<file path="src/rtl/fifo_pkg.sv">
// Shared helpers for the parametrised FIFO: count width and parameter legality.
package fifo_pkg;

  function automatic int count_width(input int depth);
    return $clog2(depth) + 1;
  endfunction

  // Rejects non-power-of-two depths and thresholds outside their legal ranges.
  function automatic bit params_ok(input int data_w, input int depth,
                                   input int af_thresh, input int ae_thresh);
    bit ok;
    ok = 1'b1;
    if (data_w < 1) ok = 1'b0;
    if (depth < 2) ok = 1'b0;
    if ((depth & (depth - 1)) != 0) ok = 1'b0;
    if (af_thresh < 1 || af_thresh > depth) ok = 1'b0;
    if (ae_thresh < 0 || ae_thresh > depth - 1) ok = 1'b0;
    return ok;
  endfunction

endpackage

</file>
<file path="src/rtl/fifo_mem.sv">
// FIFO storage: register array with one synchronous write port and one
// asynchronous read port, intended to map onto distributed RAM.
module fifo_mem #(
  parameter int DATA_W = 8,
  parameter int DEPTH  = 16,
  parameter int AW     = $clog2(DEPTH)
) (
  input  logic              clk,
  input  logic              we,
  input  logic [AW-1:0]     waddr,
  input  logic [DATA_W-1:0] wdata,
  input  logic [AW-1:0]     raddr,
  output logic [DATA_W-1:0] rdata
);

  logic [DATA_W-1:0] mem [DEPTH];

  // No reset on the array so it stays a plain RAM.
  always_ff @(posedge clk) begin
    if (we) mem[waddr] <= wdata;
  end

  assign rdata = mem[raddr];

endmodule

</file>
<file path="src/rtl/sync_fifo.sv">
// Single-clock FIFO with occupancy count, almost flags, sticky error flags,
// synchronous flush and optional first-word-fall-through read.
module sync_fifo
  import fifo_pkg::*;
#(
  parameter int DATA_W    = 8,
  parameter int DEPTH     = 16,
  parameter int AF_THRESH = DEPTH - 2,
  parameter int AE_THRESH = 2,
  parameter int FWFT      = 0
) (
  input  logic                          clk,
  input  logic                          rst,
  input  logic                          flush,
  input  logic [DATA_W-1:0]             din,
  input  logic                          wr_en,
  output logic                          full,
  output logic                          almost_full,
  input  logic                          rd_en,
  output logic [DATA_W-1:0]             dout,
  output logic                          empty,
  output logic                          almost_empty,
  output logic [count_width(DEPTH)-1:0] count,
  output logic                          overflow,
  output logic                          underflow
);

  localparam int AW = $clog2(DEPTH);
  localparam int CW = count_width(DEPTH);

  generate
    if (!params_ok(DATA_W, DEPTH, AF_THRESH, AE_THRESH)) begin : g_param_err
      $error("sync_fifo: illegal DATA_W/DEPTH/AF_THRESH/AE_THRESH combination");
    end
  endgenerate

  logic [AW-1:0]     wr_ptr;
  logic [AW-1:0]     rd_ptr;
  logic [DATA_W-1:0] mem_rdata;
  logic              wr_ok;
  logic              rd_ok;

  // Flags decode only from the registered count, never from wr_en/rd_en.
  assign full         = (count == CW'(DEPTH));
  assign empty        = (count == '0);
  assign almost_full  = (count >= CW'(AF_THRESH));
  assign almost_empty = (count <= CW'(AE_THRESH));

  // A pop frees a slot in the same cycle, so a full FIFO can accept a write.
  assign rd_ok = rd_en & ~empty;
  assign wr_ok = wr_en & (~full | rd_ok);

  fifo_mem #(
    .DATA_W (DATA_W),
    .DEPTH  (DEPTH),
    .AW     (AW)
  ) u_mem (
    .clk   (clk),
    .we    (wr_ok & ~flush),
    .waddr (wr_ptr),
    .wdata (din),
    .raddr (rd_ptr),
    .rdata (mem_rdata)
  );

  always_ff @(posedge clk or posedge rst) begin
    if (rst) begin
      wr_ptr    <= '0;
      rd_ptr    <= '0;
      count     <= '0;
      overflow  <= 1'b0;
      underflow <= 1'b0;
    end else if (flush) begin
      wr_ptr    <= '0;
      rd_ptr    <= '0;
      count     <= '0;
      overflow  <= 1'b0;
      underflow <= 1'b0;
    end else begin
      if (wr_ok) wr_ptr <= wr_ptr + AW'(1);
      if (rd_ok) rd_ptr <= rd_ptr + AW'(1);
      count <= count + CW'(wr_ok) - CW'(rd_ok);
      if (wr_en & full & ~rd_ok) overflow <= 1'b1;
      if (rd_en & empty) underflow <= 1'b1;
    end
  end

  generate
    if (FWFT != 0) begin : g_fwft
      // Head word is presented directly; zero is shown while empty.
      assign dout = empty ? '0 : mem_rdata;
    end else begin : g_std
      logic [DATA_W-1:0] dout_q;

      always_ff @(posedge clk or posedge rst) begin
        if (rst) begin
          dout_q <= '0;
        end else if (flush) begin
          dout_q <= '0;
        end else if (rd_ok) begin
          dout_q <= mem_rdata;
        end
      end

      assign dout = dout_q;
    end
  endgenerate

endmodule
</file>
<file path="config.mk">
export PLATFORM = sky130hd
export DESIGN_NAME = sync_fifo
export DESIGN_NICKNAME = d
export VERILOG_FILES = /design/src/rtl/fifo_pkg.sv /design/src/rtl/fifo_mem.sv /design/src/rtl/sync_fifo.sv
export SDC_FILE = /design/constraint.sdc
export NUM_CORES = 1
export LEC_CHECK = 0
export CORE_MARGIN = 3
export CORE_UTILIZATION = 60
export DETAILED_ROUTE_END_ITERATION = 16
export PLACE_DENSITY = 0.85
export SETUP_SLACK_MARGIN = 0.4
export SYNTH_ARGS = -nofsm -noshare
export SYNTH_HDL_FRONTEND = slang
export SYNTH_SLANG_ARGS = --single-unit
export TNS_END_PERCENT = 100
</file>
<file path="constraint.sdc">
create_clock -name clk -period 3.1 [get_ports clk]
set_clock_uncertainty 0.05 [all_clocks]
set_input_delay 0.31 -clock clk [delete_from_list [all_inputs] [get_ports clk]]
set_output_delay 0.31 -clock clk [all_outputs]
set_load 0.03 [all_outputs]
</file>
==> metrics.md <==
| Metric | Value |
|---|---|
| Register bit count reported by yosys | 151 |
| DR vias/cell | 6.17 |
| Vias | 3,320 |
| Worst Path Arrival | 2960 ps |
| Clock buffer count from CTS | 17 |
| Crit end category | register |
| Slew @ Worst Pin | 928 ps |
| Layout cells sized above 1 | 0.175 |
| Max IR drop VDD | 574 uV |
| Clock Path Buffers | 2 |
| IO buf count | 31 |
| Initial antenna violation count | 0 |
| Clock power share | 0.367 |
| Post-synth top area share | 0.606 |
| Ant diodes | 0 |
| Part of the power in registers | 0.430 |
| Relative slew margins | 0.381 |
| WL final | 12,700 um |
| # rows | 36 |
| Largest net degree at the start of global routing | 35 |
| PD cells | 754 nW/um^2 |
| Setup ws final | 502 ps |
| Core area | 10,000 sq um |
| Status | completed |
| Final min period | 2600 ps |
| Reg-to-reg critical path startpoint | count[2]$_DFF_PP0_ |
| Cells along the critical path | inv_2 -> ha_4 -> or4b_4 -> nand2_8 -> nand2_1 -> nand2_1 -> ha_2 -> inv_2 -> fa_2 -> o21bai_1 -> a21oi_1 -> xnor2_1 -> nor2_1 |
| Hold Crit Class | in2async |
| Vias in the first global route | 3,454 |
| WL/cell | 23.7 um |
| YS warnings | 0 |
| Worst R2R Setup Slack | 500 ps |
| Final Hold Vio Count | 0 |
| Post-DP HPWL | 7540 um |
| Post-Route Setup TNS | 0 ps |
| CP required | 3460 ps |
| Total global-route track usage | 0.239 |
| Share of flip-flops with an asynchronous set or reset | 0.152 |
| Post-DRT Antenna Nets | 0 |
| Tcrit/Tclk final | 0.838 |
| TritonCTS clock tree | done |
| DP Worst Slack | 353 ps |
| GPL Wtd Cong | 0.824 |
| Die width | 109 um |
| Pre-Repair DR Iteration Count | 7 |
| Max FO, Critical Path | 4 |
| Critical R2R Capture | count[4]$_DFF_PP0_ |
| P&R area growth vs syn | 17.7% |
| Htree depth | 4 |
| Main synth FF type | edfxtp_1 |
| CTS root buf | clkbuf_8 |
| Maxcap violations | 0 |
| Die Y | 109 um |
| Seq/Total Area, Yosys | 0.696 |
| Clock slew seen by the registers of the worst setup and hold paths | 60 ps |
| Final Max Tran Viols | 0 |
| Fmax | 385 MHz |
| Syn Nets | 365 |
| Total gr overflow | 0 |
| Full die area | 11,800 sq um |
| Mapped Area | 6350 sq um |
| Slowest-stage cell, CP | or4b_4 |
| RSZ-0062 raised after global routing | no |
| Net Sw Power | 1.58 mW |
| DRC errors left | 0 |
| Global-route wire length before repair | 19,600 um |
| Synth unique cells | 35 |
| Number of synthesized flops with an enable pin | 128 |
| Layout fillers | 520 |
| Cells on worst reg2reg path | 13 |
| Switching Fraction | 0.281 |
| CP Class | reg2reg |
| Mapped Cells | 336 |
| I/O pins | 32 |
| Leak pwr | 2.61 nW |
| Layout Nets | 421 |
| Final setup vio count | 0 |
| Cell taking the most area after synthesis | edfxtp_1 |
| Share of total power in combinational logic | 0.203 |
| Synth area leaders | edfxtp_1 61%, mux4_1 10%, dfrtp_1 9.1%, ha_1 3.0%, mux2i_1 2.8% |
| Sink Count | 151 |
| Int Power | 4.05 mW |
| CP peak stage delay | 520 ps |
| Initial Util | 0.632 |
| Startpoint Class | register |
| Initial DRC Count | 331 |
| Clock latency on the worst-skew pair | 550 ps |
| Syn Area/Cell | 18.9 sq um |
## final cells by class
class / instances / area, sq um / area share
clock buffer: 17 / 414 / 0.0554
tap: 133 / 166 / 0.0223
inverter: 12 / 45.0 / 0.00603
sequential: 151 / 4420 / 0.592
multi-input combinational: 156 / 1770 / 0.237
timing repair buffer: 54 / 482 / 0.0645
clock inverter: 15 / 175 / 0.0234
## metrics by stage
stage | hold slack, ps | instances | util | total power [mW] | area [sq um]
floorplan | 262 | 336 | - | 3.17 | 6350
global placement | 425 | 501 | 0.679 | 3.49 | 6820
detailed placement | 437 | 501 | 0.679 | 3.53 | 6820
CTS | 240 | 534 | 0.739 | 5.60 | 7420
global route | 301 | 538 | 0.744 | 5.84 | 7470
finish | 237 | 538 | 0.744 | 5.63 | 7470
## routing by layer
metal | GRT usage | vias up | part of all wire
met2 | 0.387 | 150 | 0.50
met5 | 0 | - | 0
met1 | 0.292 | 1686 | 0.39
met3 | 0.0716 | 37 | 0.063
met4 | 0.128 | 0 | 0.040
li1 | - | 1447 | -
## worst max-delay path, delay by kind of cell (launching register included)
family / cells / cell delay [ps]
AOI/OAI and AO/OA: 2 / 240
buffers and inverters: 2 / 140
DFF: 1 / 430
adders and majority gates: 3 / 670
and+or+nand+nor: 5 / 790
xor gates and xnor gates: 1 / 160
## synthesized netlist by cell type (all sizes together) (2+ instances only)
master  number
nor2        30
nor2b        3
mux2i       18
o21bai       2
nand3b       9
inv         12
nand2        9
xor2         3
dfrtp       23
xnor2        4
edfxtp     128
o21a         2
clkbuf       4
ha          15
nand3        2
mux4        32
or3          3
o221ai       8
buf         13
a21oi        6
## what timing repair did
item | CTS | global route
resized for setup | 2 | 6
pin swaps | 0 | 6
setup endpoints to repair | 2 | 1
endpoints found under the hold margin | 0 | 0
setup buffers | 1 | 4
hold buffers | 0 | 0
## sequential cells by signal, indices dropped and copies added, names as in the netlist
register and cells:
wr_ptr 4, rd_ptr 4, overflow 1, underflow 1, count 5, u_mem.mem 128, dout 8
## power groups by stage
stage	combinational, mW	sequential, mW	clock, mW
after floorplan	0.609	2.56	0
after global placement	1.03	2.46	0
after detailed placement	1.07	2.46	0
after CTS	1.09	2.42	2.09
after global routing	1.24	2.43	2.17
final	1.15	2.42	2.07
## cells in the final DEF, fill, tap and decap left out, types with 3 or more instances in the layout
cell type	n
xor2_1	3
inv_1	9
nor2_1	30
nand3b_1	9
edfxtp_1	128
nand2_1	8
o221ai_1	8
a21oi_1	6
buf_4	23
clkdlybuf4s50_1	30
ha_1	13
dfrtp_1	21
clkinv_2	3
nor2b_1	3
inv_2	3
mux4_1	25
clkbuf_16	16
inv_6	4
mux2i_1	18
mux4_2	7
or3_1	3
xnor2_1	4
bufinv_16	3
## cell families (layout without fill, tap and decap cells)
family,count (synthesis),in the layout,share of synthesized area
DFF,151,151,0.696
and+or+nand+nor,62,62,0.0507
muxes,51,51,0.159
buffers and inverters,29,98,0.0296
AOI/OAI and AO/OA,20,20,0.0225
adders and majority gates,16,16,0.0327
xor gates and xnor gates,7,7,0.00966
## worst max path at each step
stage / from / to / slack (ps) / cells after the start
detailed placement: count[2]$_DFF_PP0_ / count[4]$_DFF_PP0_ / 350 / 13
global route: count[2]$_DFF_PP0_ / count[4]$_DFF_PP0_ / 370 / 13
floorplan: count[2]$_DFF_PP0_ / count[4]$_DFF_PP0_ / 400 / 14
global placement: count[2]$_DFF_PP0_ / count[4]$_DFF_PP0_ / 450 / 13
finish: count[2]$_DFF_PP0_ / count[4]$_DFF_PP0_ / 500 / 13
CTS: count[2]$_DFF_PP0_ / count[4]$_DFF_PP0_ / 430 / 13
No activity file was read; power rests on OpenSTA's default activity.
